<file path="config.mk">
export PLATFORM = sky130hd
export DESIGN_NAME = eject_inject_stage
export DESIGN_NICKNAME = d
export VERILOG_FILES = /design/src/rtl/eject_inject_stage.sv
export SDC_FILE = /design/constraint.sdc
export NUM_CORES = 1
export LEC_CHECK = 0
export CAP_MARGIN = 20
export CORE_MARGIN = 2
export CORE_UTILIZATION = 41
export DETAILED_ROUTE_END_ITERATION = 6
export GPL_TIMING_DRIVEN = 1
export PLACE_DENSITY = 0.65
export SLEW_MARGIN = 20
export SYNTH_ARGS = -nofsm -noshare
export SYNTH_HDL_FRONTEND = slang
export SYNTH_SLANG_ARGS = --single-unit
export TNS_END_PERCENT = 100
</file>
<file path="constraint.sdc">
create_clock -name clk -period 3.8 [get_ports clk]
set_clock_uncertainty 0.1 [all_clocks]
set_input_delay 0.57 -clock clk [delete_from_list [all_inputs] [get_ports clk]]
set_output_delay 0.57 -clock clk [all_outputs]
set_load 0.03 [all_outputs]
</file>
<file path="src/rtl/eject_inject_stage.sv">
// MinBD eject/inject stage feeding the permutation deflection network.
// Define FLIT_STATS_EN to add saturating ej_count/inj_count outputs.
module eject_inject_stage #(
  parameter int X_COORD   = 0,
  parameter int Y_COORD   = 0,
  parameter int INJ_DEPTH = 4
) (
  input  logic        clk,
  input  logic        rst_n,
  input  logic [10:0] north_in,
  input  logic [10:0] east_in,
  input  logic [10:0] south_in,
  input  logic [10:0] west_in,
  output logic [10:0] north_out,
  output logic [10:0] east_out,
  output logic [10:0] south_out,
  output logic [10:0] west_out,
  input  logic [10:0] inj_flit,
  input  logic        inj_valid,
  output logic        inj_ready,
  output logic [10:0] ej_flit,
  output logic        ej_valid,
  input  logic        ej_ready
`ifdef FLIT_STATS_EN
  ,
  output logic [15:0] ej_count,
  output logic [15:0] inj_count
`endif
);

  localparam int AW = (INJ_DEPTH > 1) ? $clog2(INJ_DEPTH) : 1;
  localparam logic [AW:0] DEPTH = (AW+1)'(INJ_DEPTH);
  localparam logic [1:0] XC = 2'(X_COORD);
  localparam logic [1:0] YC = 2'(Y_COORD);

  logic [3:0][10:0] w_in;
  logic [3:0][10:0] r_in;
  logic [3:0][10:0] w_slot;
  logic [3:0][10:0] r_out;
  logic [3:0]       w_local;
  logic [3:0]       w_free;
  logic [1:0]       r_rr;
  logic [1:0]       w_win;
  logic [1:0]       w_sel;
  logic             w_ej;
  logic             w_inj;
  logic             w_push;
  logic [10:0]      r_mem [INJ_DEPTH];
  logic [AW-1:0]    r_rd;
  logic [AW-1:0]    r_wr;
  logic [AW:0]      r_cnt;
  logic [10:0]      r_ej_flit;
  logic             r_ej_valid;

  assign w_in = {west_in, south_in, east_in, north_in};

  always_comb begin
    for (int i = 0; i < 4; i++) begin
      w_local[i] = r_in[i][10]
                && (r_in[i][9:8] == XC)
                && (r_in[i][7:6] == YC);
    end
  end

  // Round-robin search starts at r_rr and wraps N,E,S,W.
  always_comb begin : ej_arb
    logic [1:0] idx;
    w_ej  = 1'b0;
    w_win = r_rr;
    idx   = r_rr;
    for (int k = 0; k < 4; k++) begin
      idx = r_rr + 2'(k);
      if (ej_ready && !w_ej && w_local[idx]) begin
        w_ej  = 1'b1;
        w_win = idx;
      end
    end
  end

  always_comb begin
    for (int i = 0; i < 4; i++) begin
      if (r_in[i][10] && !(w_ej && (w_win == 2'(i))))
        w_slot[i] = r_in[i];
      else
        w_slot[i] = '0;
      w_free[i] = !w_slot[i][10];
    end
  end

  always_comb begin
    w_sel = 2'd0;
    for (int i = 3; i >= 0; i--) begin
      if (w_free[i]) w_sel = 2'(i);
    end
  end

  assign w_inj     = (r_cnt != '0) && (|w_free);
  assign inj_ready = (r_cnt != DEPTH);
  assign w_push    = inj_valid && inj_ready;

  always_ff @(posedge clk or negedge rst_n) begin
    if (!rst_n) begin
      r_in       <= '0;
      r_out      <= '0;
      r_ej_flit  <= '0;
      r_ej_valid <= 1'b0;
      r_rr       <= 2'd0;
    end else begin
      r_in <= w_in;
      for (int i = 0; i < 4; i++) begin
        if (w_inj && (w_sel == 2'(i)))
          r_out[i] <= r_mem[r_rd];
        else
          r_out[i] <= w_slot[i];
      end
      r_ej_valid <= w_ej;
      if (w_ej) begin
        r_ej_flit <= r_in[w_win];
        r_rr      <= w_win + 2'd1;
      end
    end
  end

  // Valid bit is forced at push time so stored entries inject as-is.
  always_ff @(posedge clk) begin
    if (w_push) r_mem[r_wr] <= inj_flit | 11'h400;
  end

  always_ff @(posedge clk or negedge rst_n) begin
    if (!rst_n) begin
      r_rd  <= '0;
      r_wr  <= '0;
      r_cnt <= '0;
    end else begin
      if (w_push) r_wr <= r_wr + AW'(1);
      if (w_inj)  r_rd <= r_rd + AW'(1);
      case ({w_push, w_inj})
        2'b10:   r_cnt <= r_cnt + (AW+1)'(1);
        2'b01:   r_cnt <= r_cnt - (AW+1)'(1);
        default: r_cnt <= r_cnt;
      endcase
    end
  end

`ifdef FLIT_STATS_EN
  logic [15:0] r_ej_cnt;
  logic [15:0] r_inj_cnt;

  always_ff @(posedge clk or negedge rst_n) begin
    if (!rst_n) begin
      r_ej_cnt  <= '0;
      r_inj_cnt <= '0;
    end else begin
      if (w_ej && (r_ej_cnt != 16'hFFFF))
        r_ej_cnt <= r_ej_cnt + 16'd1;
      if (w_inj && (r_inj_cnt != 16'hFFFF))
        r_inj_cnt <= r_inj_cnt + 16'd1;
    end
  end

  assign ej_count  = r_ej_cnt;
  assign inj_count = r_inj_cnt;
`endif

  assign north_out = r_out[0];
  assign east_out  = r_out[1];
  assign south_out = r_out[2];
  assign west_out  = r_out[3];
  assign ej_flit   = r_ej_flit;
  assign ej_valid  = r_ej_valid;

endmodule

</file>
=== Word level (Yosys, flattened, before mapping) ===
Memory sizes are Yosys's and may differ from the RTL's.
Cells that the tools add are included.

* Input bits: 59
* Register bits: 109
* Memory bits (writable): 40
* Memories kept: 1

{| class="wikitable"
|+ Memory list
! memory !! words !! bits a word !! rd ports !! clocked after Yosys merged registers in !! wr ports !! RTL line !! text
|-
| r_mem || 4 || 10 || 1 || 0 || 1 || 48 || <nowiki>logic [10:0] r_mem [INJ_DEPTH];</nowiki>
|}

* $lt $le $gt $ge: 5
* $add $sub $neg: 8
* Eq/ne operators: 9
* Reductions and logical operators: 53
* Mux-type cells: 32

{| class="wikitable"
|+ Operator list
! kind !! number
|-
| $mux W11 || 9
|-
| $logic_and A1 B1 Y1 || 29
|-
| $bmux W11 S2 || 1
|-
| $logic_not A2 Y1 || 10
|-
| $lt A2 B3 Y1 const B || 5
|-
| $mux W2 || 7
|-
| $logic_not A1 Y1 || 11
|-
| $eq A2 B2 Y1 const B || 5
|-
| $mux W1 || 10
|-
| $add A2 B1 Y2 const B || 4
|-
| $bmux W1 S2 || 4
|-
| $eq A2 B1 Y1 const B || 3
|-
| $pmux W3 S2 || 1
|-
| $add A2 B2 Y2 const B || 2
|-
| $reduce_or A4 Y1 || 1
|-
| $add A3 B1 Y3 const B || 1
|-
| $ne A3 B3 Y1 const B || 1
|-
| $reduce_bool A3 Y1 || 1
|-
| $sub A3 B1 Y3 const B || 1
|-
| $reduce_bool A2 Y1 || 1
|}

=== Depth between registers and ports, before layout ===
Gate-level depths: netlist of run 1.

* Depth after elaboration: 31
* Depth in mapped cells: 12

=== Least setup slack after synthesis of run 1 ===
OpenSTA, ideal clock, no wires.

* Path kind: register -> register
* Start: reg r_in[20] in the netlist's numbering
* End: reg r_cnt[2]
* Buffers on the path: 1
* Cell stages (with the launch flop): 12
* Setup slack: 0.776 ns
* Arrival time: 2.845 ns
* Period minus slack after synthesis: 3.024 ns
* Setup time: 0.079 ns
* Path through: dfrtp_1 -> nand2b_1 -> nor4_1 -> o41ai_1 -> clkbuf_1 -> a21oi_1 -> ha_1 -> inv_1 -> fa_1 -> xor2_1 -> nor2_1 -> xor2_1

* Word-level cells in the longest chain between the ends: 29
* Elaborated cells on any way between the ends: 58
* Those cells by class: 5 x eq/ne; 20 x mux; 33 x reduce/logical

{| class="wikitable"
|+ RTL lines
! item !! RTL line !! text
|-
| from (decl) || 37 || <nowiki>logic [3:0][10:0] r_in;</nowiki>
|-
| from (signal assigned) || 109 || <nowiki>r_in <= w_in;</nowiki>
|-
| $logic_not A2 Y1 * || 60 || <nowiki>&& (r_in[i][9:8] == XC)</nowiki>
|-
| $logic_and A1 B1 Y1 * || 60 ||
|-
| $logic_and A1 B1 Y1 * || 61 || <nowiki>&& (r_in[i][7:6] == YC);</nowiki>
|-
| $bmux W1 S2 || 73 || <nowiki>if (ej_ready && !w_ej && w_local[idx]) begin</nowiki>
|-
| $mux W1 (implied by the code) || 73 ||
|-
| $logic_and A1 B1 Y1 || 73 ||
|-
| $mux W1 || 73 ||
|-
| $logic_not A1 Y1 || 73 ||
|-
| [... 14 more ...] || -- ||
|-
| $logic_and A1 B1 Y1 || 82 || <nowiki>if (r_in[i][10] && !(w_ej && (w_win == 2'(i))))</nowiki>
|-
| $mux W11 || 82 ||
|-
| $logic_not A1 Y1 || 86 || <nowiki>w_free[i] = !w_slot[i][10];</nowiki>
|-
| $reduce_or A4 Y1 * || 97 || <nowiki>assign w_inj = (r_cnt != '0) && (|w_free);</nowiki>
|-
| $logic_and A1 B1 Y1 * || 97 ||
|-
| net w_inj || 46 || <nowiki>logic w_inj;</nowiki>
|-
| $eq A2 B1 Y1 / $eq A2 B2 Y1 (equally long branches) || 137 || <nowiki>case ({w_push, w_inj})</nowiki>
|-
| $pmux W3 S2 / $reduce_bool A2 Y1 (equally long branches) || -- ||
|-
| to (signal assigned) || 138 || <nowiki>2'b10: r_cnt <= r_cnt + (AW+1)'(1);</nowiki>
|-
| to (signal assigned) || 139 || <nowiki>2'b01: r_cnt <= r_cnt - (AW+1)'(1);</nowiki>
|-
| to (signal assigned) || 140 || <nowiki>default: r_cnt <= r_cnt;</nowiki>
|-
| to (decl) || 51 || <nowiki>logic [AW:0] r_cnt;</nowiki>
|}

Mark *: on every way through the listed nets, which the timed path passes. The rest lies on a longest branch. The select of a mux whose other input is x is not followed.
A chain may end at the register's enable or synchronous reset.

=== Worst setup path in the final report of run 1 ===
* Start: reg r_in[41] in the netlist's numbering
* End: reg r_out, in the netlist west_out[1]

* Word-level cells in the longest chain between the ends: 31
* Elaborated cells on any way between the ends: 61
* Those cells by class: 4 x eq/ne; 24 x mux; 33 x reduce/logical

{| class="wikitable"
|+ RTL lines
! item !! RTL line !! text
|-
| $logic_not A2 Y1 * || 60 ||
|-
| $logic_and A1 B1 Y1 * || 60 ||
|-
| $logic_and A1 B1 Y1 * || 61 ||
|-
| $bmux W1 S2 || 73 ||
|-
| $mux W1 (implied by the code) || 73 ||
|-
| $logic_and A1 B1 Y1 || 73 ||
|-
| $mux W1 || 73 ||
|-
| $logic_not A1 Y1 || 73 ||
|-
| [... 12 more ...] || -- ||
|-
| $logic_and A1 B1 Y1 || 82 ||
|-
| $logic_not A1 Y1 || 82 ||
|-
| $logic_and A1 B1 Y1 || 82 ||
|-
| $mux W11 || 82 ||
|-
| $mux W2 (4 in a row) || 93 || <nowiki>if (w_free[i]) w_sel = 2'(i);</nowiki>
|-
| $eq A2 B2 Y1 || 111 || <nowiki>if (w_inj && (w_sel == 2'(i)))</nowiki>
|-
| $logic_and A1 B1 Y1 || 111 ||
|-
| $mux W11 * || 111 ||
|-
| to (signal, indexed assignment) || 112 || <nowiki>r_out[i] <= r_mem[r_rd];</nowiki>
|-
| to (signal, indexed assignment) || 114 || <nowiki>r_out[i] <= w_slot[i];</nowiki>
|-
| to (decl) || 39 || <nowiki>logic [3:0][10:0] r_out;</nowiki>
|}

Every way passes the cells marked *; elsewhere a longest branch is shown, timed or not. The select of a mux whose other input is x is not followed.

==> results.sh, run 1 <==
export IMPL_arrival_ps=3590
export IMPL_cts_htree_levels=4
export IMPL_antenna_left=0
export IMPL_synth_edff_count=40
export IMPL_fin_area_um2=7960
export IMPL_crit_chain="or4b_1 > or2_0 > and3_4 > o311ai_4 > nand3_1 > o21a_2 > o41ai_4 > buf_4 > a22o_1"
export IMPL_route_detailed_vias_per_inst=5.28
export IMPL_post_route_drc_count=0
export IMPL_setup_worst_path_start_class="flop"
export IMPL_mean_area_per_synthesized_cell_um2=13.3
export IMPL_proportion_of_layout_cells_with_a_drive_suffix_above_1_pct=12.2
export IMPL_drtPass1Iterations=4
export IMPL_detailedPlace_worstSlack_ps=470
export IMPL_port_buffer_count=114
export IMPL_totalWireLength_um=14000
export IMPL_finalWeightedCongestion=0.836
export IMPL_combined_area_of_the_multi_input_logic_cells_um2=1900
export IMPL_layout_area_overhead_vs_synth_pct=33.0
export IMPL_nNetsFinal=633
export IMPL_max_freq_ghz=0.300
export IMPL_initial_antenna_violation_count=0
export IMPL_timing_critical_path_fanout_max=14
export IMPL_yosysUniqueCellTypes=48
export IMPL_floorplan_rows=44
export IMPL_cts_root_buffer_cell="sky130_fd_sc_hd__clkbuf_16"
export IMPL_clk_pin_slew_worst_paths_ps=60
export IMPL_synth_cell_area_um2=5980
export IMPL_fp_dieArea_um2=15600
export IMPL_post_synth_main_area_contributors="sky130_fd_sc_hd__dfrtp_1 46%, sky130_fd_sc_hd__edfxtp_1 20%, sky130_fd_sc_hd__mux4_2 3.8%"
export IMPL_required_ps=4060
export IMPL_cts_inserted_buffers=17
export IMPL_tightest_slew_ps=798
export IMPL_synth_largest_type_area_fraction_pct=45.6
export IMPL_antenna_cells=0
export IMPL_kind_of_critical_path="reg -> reg"
export IMPL_relSlewSlack_pct=46.8
export IMPL_postPlaceCellArea_um2=7340
export IMPL_postSynthCellCount=450
export IMPL_place_detailed_hpwl_um=9990
export IMPL_drv_max_cap_violation_count=0
export IMPL_filler_cell_count=1152
export IMPL_number_of_hold_violations_in_the_final_report=0
export IMPL_seq_area_um2=3930
export IMPL_post_cts_buffers=0
export IMPL_slew_violations=0
export IMPL_result_of_the_run="completed"
export IMPL_layout_min_cycle_time_ps=3330
export IMPL_grt_first_pass_wirelength_um=22500
export IMPL_io_pins=116
export IMPL_number_of_global_route_vias_before_repair=4167
export IMPL_powerDensity_nw_per_um2=701
export IMPL_clock_tree_from_tritoncts="yes"
export IMPL_wire_per_inst_um=18.3
export IMPL_post_synthesis_sequential_area_ratio_pct=65.7
export IMPL_worst_path_cell_with_the_longest_stage_delay="sky130_fd_sc_hd__or4b_1"
export IMPL_core_area_um2=14400
export IMPL_power_leakage_nw=3.28
export IMPL_gates_resized_cts_repair=0
export IMPL_fin_tns_setup_ps=0
export IMPL_cts_hold_repair_buffers=0
export IMPL_holdCritPathClass="in -> async"
export IMPL_setup_ws_post_layout_ps=466
export IMPL_pin_count_of_the_biggest_net_entering_global_routing=66
export IMPL_vias=4043
export IMPL_synthDominantAreaCellType="sky130_fd_sc_hd__dfrtp_1"
export IMPL_cts_max_path_buffers=2
export IMPL_grt_overflow_total=0
export IMPL_dr_first_iter_drc_count=225
export IMPL_worst_skew_pair_late_latency_ps=420
export IMPL_finalSetupViolations=0
export IMPL_die_height_um=125
export IMPL_die_width_um=125
export IMPL_postSynthNetCount=515
export IMPL_cp_end_kind="flop"
export IMPL_dominant_register_cell_in_the_synthesized_netlist="sky130_fd_sc_hd__dfrtp_1"
export IMPL_globalRouteTotalUtil_pct=18.8
export IMPL_rsz0062_at_grt="no"
export IMPL_synth_ff_latch_count=149
export IMPL_power_total_w=0.00558
export IMPL_worst_path_largest_cell_delay_ps=560
export IMPL_fin_crit_sh_pct=87.7
export IMPL_synthesis_yosys_warnings=0
export IMPL_fin_util_pct=55.4
export IMPL_async_reset_ff_share_pct=73.2
export IMPL_tritoncts_num_sinks=149
export IMPL_floorplan_initialDensity_pct=41.6
export IMPL_ir_worst_vdd_uv=302
## sequential cells by signal, indices dropped and copies added (netlist names), 3 cells and up
signal and count:
west_out 11, south_out 11, r_cnt 3, ej_flit 11, east_out 11, r_in 44, r_mem 40, north_out 11
## where the power goes
group / internal [W] / leakage (nW) / switching [W]
sequential: 0.00194 / 1.68 / 0.000216
combinational: 0.000689 / 1.30 / 0.00102
clock: 0.00105 / 0.302 / 0.000659
## layer usage
metal / wire length (um) / part of all wire (%) / vias to the layer above / global-route usage, %
met5: 0 / 0 / - / 0
met4: 175 / 1.3 / 0 / 6.61
met3: 703 / 5.0 / 15 / 4.64
met2: 7010 / 50 / 121 / 30.6
met1: 6110 / 44 / 2015 / 24.7
li1: - / - / 1892 / -
## worst max-delay path: cells and delay by family, from the launching register on
family                 cells  cell delay [ps]
AO/OA/AOI/OAI              4             1270
flip-flops                 1              380
AND/OR/NAND/NOR            4             1280
buffers and inverters      1              230
## per-stage QoR
step | std cells | hold slack (ps)
2_1_floorplan | 450 | 174
3_3_place_gp | 733 | 349
3_5_place_dp | 733 | 362
4_1_cts | 765 | 159
5_1_grt | 765 | 202
6_report | 765 | 131
## placed cells by master, fill, tap and decap left out, types with 6 or more instances in the layout
master,Yosys,layout
sky130_fd_sc_hd__clkdlybuf4s50_1,0,113
sky130_fd_sc_hd__o211ai_1,8,8
sky130_fd_sc_hd__and3_1,6,6
sky130_fd_sc_hd__or4_1,11,11
sky130_fd_sc_hd__nor2_1,18,18
sky130_fd_sc_hd__inv_1,10,10
sky130_fd_sc_hd__o21ai_0,24,23
sky130_fd_sc_hd__buf_4,1,14
sky130_fd_sc_hd__o311ai_0,10,10
sky130_fd_sc_hd__a21oi_1,16,16
sky130_fd_sc_hd__mux2i_1,15,15
sky130_fd_sc_hd__mux4_2,10,10
sky130_fd_sc_hd__edfxtp_1,40,40
sky130_fd_sc_hd__a22o_1,11,11
sky130_fd_sc_hd__dfrtp_1,109,109
sky130_fd_sc_hd__nand2_1,54,54
sky130_fd_sc_hd__mux2_2,10,10
sky130_fd_sc_hd__clkbuf_16,0,19
sky130_fd_sc_hd__nand3_1,10,10
sky130_fd_sc_hd__and2_1,7,7
sky130_fd_sc_hd__o221ai_1,7,7
## layout make-up
cell class	instances	share of cell area [%]
Clock buffer	20	6.02
Clock inverter	12	1.75
Inverter	10	0.472
Multi-Input combinational cell	263	23.9
Sequential cell	149	49.4
Tap cell	184	2.89
Timing Repair Buffer	127	15.5
## cells by family (layout without fill, tap and decap cells)
logic type      count (synthesis)  count (layout)  synth area share, %
fa+ha+maj                       6               6                 1.38
compound gates                 91              91                 10.9
simple gates                  124             124                 10.2
xor+xnor                        7               7                 1.03
flops                         149             149                 65.7
mux                            35              35                 8.16
buf+inv                        38             169                 2.59
## worst paths after layout
path / start / end / slack (ps) / cells after the start
hold / removal: rst_n / west_out[6]$_DFF_PN0_ / 130 / 1
setup reg to reg: r_in[41]$_DFF_PN0_ / west_out[1]$_DFF_PN0_ / 470 / 9
min in group clk: ej_flit[10]$_DFFE_PN0P_ / ej_flit[10]$_DFFE_PN0P_ / 370 / 1
setup / recovery: r_in[41]$_DFF_PN0_ / west_out[1]$_DFF_PN0_ / 470 / 9
hold reg to reg: ej_flit[10]$_DFFE_PN0P_ / ej_flit[10]$_DFFE_PN0P_ / 370 / 1
max in group asynchronous: rst_n / r_in[17]$_DFF_PN0_ / 2620 / 2
## Yosys cell counts (all sizes together), types with 10 or more instances
library cell and count:
dfrtp 109, nand2 54, edfxtp 40, o21ai 26
clkbuf 18, nor2 18, a21oi 16, mux2i 15
a22o 11, o311ai 11, or4 11, buf 10
inv 10, mux2 10, mux4 10, nand3 10
Note: power is estimated with default switching activity, not from simulation.
==> inputs of run 2 (changes only) <==
CELL_PAD_IN_SITES_DETAIL_PLACEMENT = 1   (was not set)
CELL_PAD_IN_SITES_GLOBAL_PLACEMENT = 1   (was not set)
CORE_ASPECT_RATIO = 2   (was not set)
PLACE_DENSITY = 0.77   (was 0.65)
==> results.sh, run 2 (synthesis gave the netlist of run 1 again) <==
export IMPL_result_of_the_run="completed"
export IMPL_io_pins=116
export IMPL_kind_of_critical_path="reg -> reg"
export IMPL_nNetsFinal=634
export IMPL_max_freq_ghz=0.292
export IMPL_fp_dieArea_um2=15600
export IMPL_cts_max_path_buffers=2
export IMPL_core_area_um2=14400
export IMPL_leading_cell_type_in_the_layout_fill_and_taps_excluded="sky130_fd_sc_hd__clkdlybuf4s50_1"
export IMPL_grt_overflow_total=0
export IMPL_cts_inserted_buffers=17
export IMPL_vias=4301
export IMPL_finalSetupViolations=0
export IMPL_holdCritPathClass="in -> async"
export IMPL_tightest_slew_ps=832
export IMPL_placed_cells=742
export IMPL_timing_critical_path_max_delay_family="compound AO/OA/AOI/OAI gates"
export IMPL_dr_first_iter_drc_count=197
export IMPL_totalWireLength_um=17000
export IMPL_powerDensity_nw_per_um2=707
export IMPL_cts_hold_repair_buffers=0
export IMPL_power_leakage_nw=3.27
export IMPL_worst_path_cell_with_the_longest_stage_delay="sky130_fd_sc_hd__or4b_1"
export IMPL_clock_tree_from_tritoncts="yes"
export IMPL_timing_critical_path_fanout_max=14
export IMPL_globalRouteTotalUtil_pct=23.0
export IMPL_pin_count_of_the_biggest_net_entering_global_routing=63
export IMPL_required_ps=4050
export IMPL_finish_cell_count_without_fillers=775
export IMPL_register_with_the_most_flip_flops="r_in"
export IMPL_relSlewSlack_pct=44.5
export IMPL_fin_area_um2=7960
export IMPL_drtPass1Iterations=4
export IMPL_post_route_drc_count=0
export IMPL_antenna_left=0
export IMPL_die_width_um=89.4
export IMPL_ir_worst_vdd_uv=381
export IMPL_setup_worst_path_start_class="flop"
export IMPL_arrival_ps=3670
export IMPL_wire_per_inst_um=22.0
export IMPL_cp_end_kind="flop"
export IMPL_setup_ws_post_layout_ps=380
export IMPL_worst_path_largest_cell_delay_ps=540
export IMPL_grt_first_pass_wirelength_um=26300
export IMPL_cts_root_buffer_cell="sky130_fd_sc_hd__clkbuf_16"
export IMPL_worst_path_buf_inv=1
export IMPL_finalWeightedCongestion=0.933
export IMPL_cts_htree_levels=4
export IMPL_fin_crit_sh_pct=90.0
export IMPL_post_cts_buffers=0
export IMPL_detailedPlace_worstSlack_ps=500
export IMPL_floorplan_initialDensity_pct=41.7
export IMPL_route_detailed_vias_per_inst=5.55
export IMPL_slew_violations=0
export IMPL_die_height_um=175
export IMPL_floorplan_rows=62
export IMPL_crit_chain="or4b_1 > or2_0 > and3_4 > o311ai_4 > nand3_1 > o21a_2 > o41ai_4 > buf_4 > a22o_1"
export IMPL_worst_hold_slack_ps=131
export IMPL_largest_register_ff_count=44
export IMPL_initial_antenna_violation_count=1
export IMPL_clk_pin_slew_worst_paths_ps=60
export IMPL_commonest_non_fill_non_tap_cells_in_the_layout="113 x sky130_fd_sc_hd__clkdlybuf4s50_1, 109 x sky130_fd_sc_hd__dfrtp_1, 54 x sky130_fd_sc_hd__nand2_1"
export IMPL_postPlaceCellArea_um2=7360
export IMPL_port_buffer_count=114
export IMPL_fin_tns_setup_ps=0
export IMPL_place_detailed_hpwl_um=12000
export IMPL_number_of_global_route_vias_before_repair=4783
export IMPL_drv_max_cap_violation_count=0
export IMPL_number_of_hold_violations_in_the_final_report=0
export IMPL_tritoncts_num_sinks=149
export IMPL_layout_area_overhead_vs_synth_pct=33.1
export IMPL_largestRegisters="r_in: 44 flops, r_mem: 40 flops"
export IMPL_proportion_of_layout_cells_with_a_drive_suffix_above_1_pct=12.4
export IMPL_gates_resized_cts_repair=0
export IMPL_worst_skew_pair_late_latency_ps=420
export IMPL_rsz0062_at_grt="no"
export IMPL_layout_min_cycle_time_ps=3420
[run 2: area by class of cell]
| cell class | count | area [um2] |
|---|---|---|
| Fill cell | 1430 | 6390 |
| Inverter | 10 | 37.5 |
| Multi-Input combinational cell | 263 | 1910 |
| Clock inverter | 11 | 116 |
| Tap cell | 192 | 240 |
| Antenna cell | 1 | 2.50 |
| Sequential cell | 149 | 3930 |
| Timing Repair Buffer | 128 | 1240 |
| Clock buffer | 21 | 483 |
[run 2: routing by layer]
layer  track usage [%]  up-vias  share of wire, %  wire length, um
met1              23.7     2227                34             5800
met4              11.4        0               4.5              766
li1                  -     1892                 -                -
met5                 0        -                 0                0
met2              42.2      138                58             9940
met3              4.49       44               3.1              533
[run 2: through the flow]
step	utilization [%]	total power, W
6_report	55.5	0.00563
5_1_grt	55.5	0.00588
4_1_cts	55.4	0.00568
3_5_place_dp	51.3	0.00396
3_3_place_gp	51.3	0.00386
2_1_floorplan	-	0.00324
[run 2: power by group]
part,switching [W],internal [W]
registers,0.000228,0.00194
clock network,0.000678,0.000993
logic,0.00109,0.000695
[run 2: final timing paths]
kind | slack [ps] | to | depth (start not counted) | startpoint
hold reg to reg | 380 | ej_flit[10]$_DFFE_PN0P_ | 1 | ej_flit[10]$_DFFE_PN0P_
min in group clk | 380 | ej_flit[10]$_DFFE_PN0P_ | 1 | ej_flit[10]$_DFFE_PN0P_
setup reg to reg | 380 | west_out[0]$_DFF_PN0_ | 9 | r_in[41]$_DFF_PN0_
hold / removal | 130 | r_in[24]$_DFF_PN0_ | 1 | rst_n
max in group asynchronous | 2590 | south_out[9]$_DFF_PN0_ | 2 | rst_n
setup / recovery | 380 | west_out[0]$_DFF_PN0_ | 9 | r_in[41]$_DFF_PN0_
